**config.mk**
```make
export PLATFORM = sky130hd
export DESIGN_NAME = axi4_lite_slave_regfile
export DESIGN_NICKNAME = d
export VERILOG_FILES = /design/src/rtl/axi4_lite_slave_regfile.sv
export SDC_FILE = /design/constraint.sdc
export NUM_CORES = 1
export LEC_CHECK = 0
export BUFFER_PORTS_ARGS = -buffer_cell sky130_fd_sc_hd__buf_2
export CORE_MARGIN = 8
export CORE_UTILIZATION = 40
export CTS_CLUSTER_DIAMETER = 30
export DETAILED_ROUTE_END_ITERATION = 12
export PLACE_DENSITY_LB_ADDON = 0.12
export SETUP_SLACK_MARGIN = 0.02
export SYNTH_ARGS = -nofsm -noshare
export SYNTH_HDL_FRONTEND = slang
export SYNTH_SLANG_ARGS = --single-unit
```
**constraint.sdc**
```tcl
create_clock -name clk -period 5.4 [get_ports clk]
set_clock_uncertainty 0.15 [all_clocks]
set_input_delay 0.27 -clock clk [delete_from_list [all_inputs] [get_ports clk]]
set_output_delay 0.27 -clock clk [all_outputs]
set_load 0.01 [all_outputs]
```
**src/rtl/axi4_lite_slave_regfile.sv**
```systemverilog
// axi4_lite_slave_regfile
// AXI4-Lite responder that backs a bank of NUM_REGS 32-bit registers.
// Write address and write data are each held in a one-entry buffer and may
// arrive in either order. A write commits once both buffers are full and no
// write response is still waiting. Reads are single-outstanding and return
// the register contents as they were before the read-address handshake.
// NUM_REGS is meant to stay within 1..256; register i lives at byte address 4*i.

module axi4_lite_slave_regfile #(
  parameter int NUM_REGS = 16
) (
  input  logic        clk,
  input  logic        reset,

  input  logic [31:0] awaddr_slave_input,
  input  logic [2:0]  awprot_slave_input,
  input  logic        awvalid_slave_input,
  output logic        awready_slave_output,

  input  logic [31:0] wdata_slave_input,
  input  logic [3:0]  wstrb_slave_input,
  input  logic        wvalid_slave_input,
  output logic        wready_slave_output,

  output logic [1:0]  bresp_slave_output,
  output logic        bvalid_slave_output,
  input  logic        bready_slave_input,

  input  logic [31:0] araddr_slave_input,
  input  logic [2:0]  arprot_slave_input,
  input  logic        arvalid_slave_input,
  output logic        arready_slave_output,

  output logic [31:0] rdata_slave_output,
  output logic [1:0]  rresp_slave_output,
  output logic        rvalid_slave_output,
  input  logic        rready_slave_input
);

  localparam logic [1:0]  RESP_OKAY   = 2'b00;
  localparam logic [1:0]  RESP_SLVERR = 2'b10;
  localparam logic [31:0] REG_COUNT   = 32'(NUM_REGS);

  // Write-address buffer (only the word index is kept; byte offset is ignored)
  logic        r_awFull;
  logic [29:0] r_awIdx;

  // Write-data buffer
  logic        r_wFull;
  logic [31:0] r_wData;
  logic [3:0]  r_wStrb;

  // Write-response channel
  logic        r_bValid;
  logic [1:0]  r_bResp;

  // Read-data channel
  logic        r_rValid;
  logic [1:0]  r_rResp;
  logic [31:0] r_rData;

  // Software-visible register bank
  logic [31:0] r_regs [NUM_REGS];

  // Handshake and decode wires
  logic        w_awHs;
  logic        w_wHs;
  logic        w_bHs;
  logic        w_arHs;
  logic        w_rHs;
  logic        w_commit;
  logic        w_wrLegal;
  logic        w_rdLegal;
  logic [29:0] w_rdIdx;
  logic [31:0] w_rdMux;
  logic        w_unused;

  // Protection bits and the byte offsets carry no meaning for a word-only
  // register file; they are folded together here so they are visibly consumed.
  assign w_unused = ^{awprot_slave_input, arprot_slave_input,
                      awaddr_slave_input[1:0], araddr_slave_input[1:0]};

  // Ready signals depend only on flop state and reset, never on a valid input.
  // Holding them low while reset is asserted keeps the master from handing
  // over a transfer that the reset would immediately discard.
  assign awready_slave_output = reset & ~r_awFull;
  assign wready_slave_output  = reset & ~r_wFull;
  assign arready_slave_output = reset & ~r_rValid;

  assign w_awHs = awvalid_slave_input & awready_slave_output;
  assign w_wHs  = wvalid_slave_input  & wready_slave_output;
  assign w_bHs  = r_bValid & bready_slave_input;
  assign w_arHs = arvalid_slave_input & arready_slave_output;
  assign w_rHs  = r_rValid & rready_slave_input;

  // A commit uses the registered bvalid, so a commit that was waiting on a
  // pending response happens on the edge after the B handshake, not on it.
  assign w_commit  = r_awFull & r_wFull & ~r_bValid;
  assign w_wrLegal = ({2'b00, r_awIdx} < REG_COUNT);

  assign w_rdIdx   = araddr_slave_input[31:2];
  assign w_rdLegal = ({2'b00, w_rdIdx} < REG_COUNT);

  assign bvalid_slave_output = r_bValid;
  assign bresp_slave_output  = r_bResp;
  assign rvalid_slave_output = r_rValid;
  assign rresp_slave_output  = r_rResp;
  assign rdata_slave_output  = r_rData;

  // Select the addressed register for a read; out-of-range indices read as 0.
  always_comb begin
    w_rdMux = '0;
    for (int i = 0; i < NUM_REGS; i++) begin
      if (w_rdIdx == 30'(i)) begin
        w_rdMux = r_regs[i];
      end
    end
  end

  // Capture the write address and mark its buffer full; a commit frees it.
  always_ff @(posedge clk) begin
    if (!reset) begin
      r_awFull <= 1'b0;
      r_awIdx  <= '0;
    end else if (w_awHs) begin
      r_awFull <= 1'b1;
      r_awIdx  <= awaddr_slave_input[31:2];
    end else if (w_commit) begin
      r_awFull <= 1'b0;
    end
  end

  // Capture write data and strobes and mark that buffer full; a commit frees it.
  always_ff @(posedge clk) begin
    if (!reset) begin
      r_wFull <= 1'b0;
      r_wData <= '0;
      r_wStrb <= '0;
    end else if (w_wHs) begin
      r_wFull <= 1'b1;
      r_wData <= wdata_slave_input;
      r_wStrb <= wstrb_slave_input;
    end else if (w_commit) begin
      r_wFull <= 1'b0;
    end
  end

  // Raise the write response on commit and hold it until the master takes it.
  always_ff @(posedge clk) begin
    if (!reset) begin
      r_bValid <= 1'b0;
      r_bResp  <= RESP_OKAY;
    end else if (w_commit) begin
      r_bValid <= 1'b1;
      r_bResp  <= w_wrLegal ? RESP_OKAY : RESP_SLVERR;
    end else if (w_bHs) begin
      r_bValid <= 1'b0;
    end
  end

  // Update the strobed byte lanes of the addressed register on a legal commit.
  always_ff @(posedge clk) begin
    if (!reset) begin
      for (int i = 0; i < NUM_REGS; i++) begin
        r_regs[i] <= '0;
      end
    end else if (w_commit && w_wrLegal) begin
      for (int i = 0; i < NUM_REGS; i++) begin
        if (r_awIdx == 30'(i)) begin
          for (int b = 0; b < 4; b++) begin
            if (r_wStrb[b]) begin
              r_regs[i][8*b +: 8] <= r_wData[8*b +: 8];
            end
          end
        end
      end
    end
  end

  // Latch read data and response on the address handshake and hold them until
  // rready; the mux sees the pre-edge register value, so a same-edge write
  // commit to the same register is not visible to this read.
  always_ff @(posedge clk) begin
    if (!reset) begin
      r_rValid <= 1'b0;
      r_rResp  <= RESP_OKAY;
      r_rData  <= '0;
    end else if (w_arHs) begin
      r_rValid <= 1'b1;
      r_rResp  <= w_rdLegal ? RESP_OKAY : RESP_SLVERR;
      r_rData  <= w_rdLegal ? w_rdMux : 32'h0000_0000;
    end else if (w_rHs) begin
      r_rValid <= 1'b0;
    end
  end

endmodule
```
# Word-level counts from Yosys, hierarchy flattened
# Memories as Yosys holds them, arrays and structs flattened.
# Cells that the tools add are included.
dict set report word_totals {
  mem_count 1
  register_bits 106
  ram_bits 512
  word_cells 479
}
# memory words word_bits read_ports rd_ports_with_merged_regs wr line
set mem_list {}
lappend mem_list {r_regs 16 32 16 0 16 63} ;# logic [31:0] r_regs [NUM_REGS];
dict set report op_classes {
  n_lt_le_gt_ge 2
  mux 351
  bitwise_logic 78
  eq_ne 30
  n_reduce_logical 7
}
# operator count
set op_table {}
lappend op_table {{two-way mux 32 bit} 17}
lappend op_table {{two-way mux 8 bit} 64}
lappend op_table {{== test 30 x 4 -> 1 bit (second input constant)} 16}
lappend op_table {{two-way mux 1 bit} 268}
lappend op_table {{== test 30 x 3 -> 1 bit (second input constant)} 8}
lappend op_table {{== test 30 x 2 -> 1 bit (second input constant)} 4}
lappend op_table {{OR 1 bit} 64}
lappend op_table {{== test 30 x 1 -> 1 bit (second input constant)} 2}
lappend op_table {{logical NOT 30 bit} 2}
lappend op_table {{< comparator 30 x 5 -> 1 bit (second input constant)} 2}
lappend op_table {{bitwise AND 1 bit} 10}
lappend op_table {{nonzero test 2 bit} 4}
lappend op_table {{two-way mux 2 bit} 2}
lappend op_table {{inverter 1 bit} 4}
lappend op_table {{logical AND 1 bit} 1}

# Longest topological paths before layout
dict set report depth {
  ltp_word 18
  mapped_depth 11
  mapped_depth_nobuf 7
}

# Least setup slack after synthesis
# Ideal clock, no wire load.
dict set report synth_timing {
  path_kind {register to register}
  startpoint {register r_awIdx[18]}
  endpoint {memory r_regs[11][4], in the netlist r_regs[1][100], enable pin}
  path_stages_with_launch 7
  setup_time_ns 0.384
  setup_slack_ns 2.385
  arrival_ns 2.481
  t_required_ns 4.866
  cell_sequence {dfxtp_1 -> or4_1 -> or4_1 -> buf_2 -> nor3_4 -> nand2_1 -> o21ai_0}
}
# element line
set synth_lines {}
lappend synth_lines {{start: declaration} 46} ;# logic [29:0] r_awIdx;
lappend synth_lines {{start signal: assignment} 127} ;# r_awIdx <= awaddr_slave_input[31:2];
lappend synth_lines {{end: declaration} 63}

==> results.json <==
{
  "drv.max_cap_violation_count": 0,
  "finish.net_count": 2621,
  "hpwl_detailed_um": 65600,
  "cts-resized-gates": 0,
  "initial_standard_cell_utilization_of_the_core_pct": 40.4,
  "grt_overflow_total": 0,
  "post-cts-setup-buffers": 0,
  "finalCriticalPeriod_ps": 4030,
  "firstDrtPassIters": 5,
  "synth_top_family_by_area": "simple AND/OR/NAND/NOR gates",
  "grt_max_degree": 53,
  "timing.final.hold_violations": 0,
  "commonest_non_fill_non_tap_cell_in_the_layout": "sky130_fd_sc_hd__edfxtp_1",
  "final_hold_slack_ps": 147,
  "yosysSeqAreaShare_pct": 65.7,
  "floorplan.core_area_um2": 65700,
  "post_drt_via_cell_ratio": 5.76,
  "post_place_instance_area_um2": 28300,
  "synth_adder_area_share_pct": 0,
  "detail-route-antenna-nets": 0,
  "switchingPower_w": 0.00311,
  "wire_length_of_the_first_global_routing_pass_um": 135000,
  "synth_compound_gate_area_share_pct": 13.0,
  "globalplace.congestion": 0.934,
  "fraction_of_final_layout_cells_with_drive_strength_greater_than_1_pct": 21.4,
  "max_clock_freq_ghz": 0.248,
  "clock-sinks": 616,
  "drt_drc_violations_left": 0,
  "ir_drop_mv": 0.258,
  "numPortBuffers": 141,
  "slew_violations": 0,
  "dr_vias": 20107,
  "postSynth.topFlopCell": "sky130_fd_sc_hd__edfxtp_1",
  "setup.worst_path.start_class": "flop",
  "setup_tns_ps": 0,
  "clock_tree.buffer_depth": 3,
  "p_clk_share_pct": 57.8,
  "hold_class": "in -> reg",
  "clkSlewWorstSetupHoldPaths_ps": 40,
  "synth_xor_area_share_pct": 0,
  "ys_async_sr_fraction_pct": 0,
  "die_height_um": 274,
  "grt_antenna_before_repair": 2,
  "grt_setup_unrepaired": "false",
  "netlist_area_um2": 26600,
  "drt_first_iter_violations": 2133,
  "power.density_cell_area_nw_per_um2": 419,
  "cts-htree-levels": 4,
  "cts_inserted_buffers": 139,
  "power_frac_seq_pct": 38.6,
  "rows": 94,
  "power.switching_fraction_pct": 22.0,
  "final_cell_mix": "sky130_fd_sc_hd__edfxtp_1 (512), sky130_fd_sc_hd__nor2_1 (385), sky130_fd_sc_hd__nand2_1 (274)",
  "die_w_um": 274,
  "endpoint_kind": "flop",
  "antenna_diode_count": 0,
  "synthesis.instances": 2214,
  "intPower_w": 0.0110,
  "post_synth_and_or_nand_nor_area_fraction_pct": 16.5,
  "fp.dieArea_um2": 75000,
  "synth.distinct_cells": 84,
  "worst_slew_margin_rel_pct": 19.4,
  "critPathKind": "reg -> reg",
  "synth.ff_latch_count": 616,
  "slew_at_the_pin_with_the_worst_max_slew_slack_ps": 1210,
  "cp_data_arrival_time_ps": 4220,
  "critical_path.max_fanout": 10,
  "synth-edff-count": 512,
  "ctsRootBufferMaster": "sky130_fd_sc_hd__clkbuf_16",
  "cts_hold_buf": 82,
  "status": "finished clean",
  "clock_tree_from_tritoncts": "done",
  "req_time_crit_path_ps": 5600,
  "post-route-cell-area_um2": 33700,
  "syn_area_per_cell_um2": 12.0,
  "areaGrowthSynthToFinish_pct": 26.8,
  "leakage_power_nw": 12.9,
  "io_pins": 154,
  "wl_per_cell_um": 26.9,
  "clkLatencyLatePin_ps": 700,
  "power_share_of_the_combinational_group_pct": 3.7,
  "ys.warnings.count": 0,
  "grt_pass1_vias": 20464,
  "grt.total_usage_pct": 24.7,
  "post-route-period-util_pct": 74.6,
  "setup_viol": 0,
  "drt_wl_total_um": 93700,
  "synth.area.mux_share_pct": 1.62
}
worst max-delay path, stage by stage, from the launching register on:
cell and delay, ps:
sky130_fd_sc_hd__dfxtp_1 300, sky130_fd_sc_hd__or4_1 510, sky130_fd_sc_hd__or4_1 660, sky130_fd_sc_hd__nor3_4 510, sky130_fd_sc_hd__and2_1 890, sky130_fd_sc_hd__nand2_4 240
sky130_fd_sc_hd__nand2_1 410
flip-flops by register name (all words and copies together) (netlist names):
name                 flops
rvalid_slave_output      1
r_regs                 512
r_awFull                 1
r_wStrb                  4
r_wData                 32
bvalid_slave_output      1
bresp_slave_output       1
r_awIdx                 30
r_wFull                  1
rdata_slave_output      32
rresp_slave_output       1
final cells by class:
cell class              instances  area (um^2)
inverters                      39          146
clock inverters                74          766
fillers                      5708        32000
well taps                     864         1080
repair buffers                301         2110
flip-flops and latches        616        17500
multi-input cells            1411         8300
clock buffers                 184         3850
per-layer routing:
| metal | share of wire [%] | track usage [%] |
|---|---|---|
| met1 | 40 | 31.2 |
| met2 | 48 | 40.4 |
| met3 | 8.2 | 5.52 |
| met4 | 4.0 | 11.0 |
| met5 | 0 | 0 |
cell families after synthesis:
logic type | count (synthesis)
multiplexers | 33
other | 1
AND/OR/NAND/NOR | 875
buffers and inverters | 188
flip-flops | 616
AO/OA/AOI/OAI | 501
Yosys cell counts, drive strengths merged, types with 12 or more instances:
master | instances | area [um^2]
nand3 | 27 | 170
nand2b | 12 | 75.1
a22o | 14 | 123
inv | 39 | 146
a222oi | 18 | 180
nand2 | 315 | 1490
buf | 50 | 334
dfxtp | 104 | 2080
mux2i | 16 | 160
and3 | 12 | 75.1
o21ai | 151 | 756
o221ai | 13 | 114
a221oi | 36 | 328
edfxtp | 512 | 15400
clkbuf | 99 | 372
nor3 | 34 | 268
a22oi | 55 | 413
nor4 | 23 | 284
nor2 | 401 | 1670
o22ai | 32 | 200
a21oi | 63 | 315
o211ai | 19 | 148
power by group through the flow:
stage | registers [W] | logic (W) | clock network [W]
floorplan | 0.00549 | 0.000270 | 0
detailed placement | 0.00552 | 0.000474 | 0
CTS | 0.00544 | 0.000523 | 0.00821
global placement | 0.00552 | 0.000464 | 0
global route | 0.00546 | 0.000563 | 0.00847
finish | 0.00545 | 0.000522 | 0.00816
final timing paths:
check / endpoint / startpoint / cells after the start / slack [ps]
max: r_regs[1][46] / r_awIdx[18] / 6 / 1370
min: r_awIdx[15] / awaddr_slave_input[17] / 4 / 150
max reg2reg: r_regs[1][46] / r_awIdx[18] / 6 / 1370
min reg2reg: rresp_slave_output[1] / rresp_slave_output[1] / 2 / 300
per-stage QoR:
stage	std cells	utilization, %	power, W	worst slack [ps]
after floorplan	2215	-	0.00576	2390
after global placement	3149	43.0	0.00598	1280
after detailed placement	3149	43.0	0.00600	1310
after CTS	3489	51.3	0.0142	1370
after global routing	3489	51.3	0.0145	1180
final	3489	51.3	0.0141	1370
No activity file was read; power rests on OpenSTA's default activity.
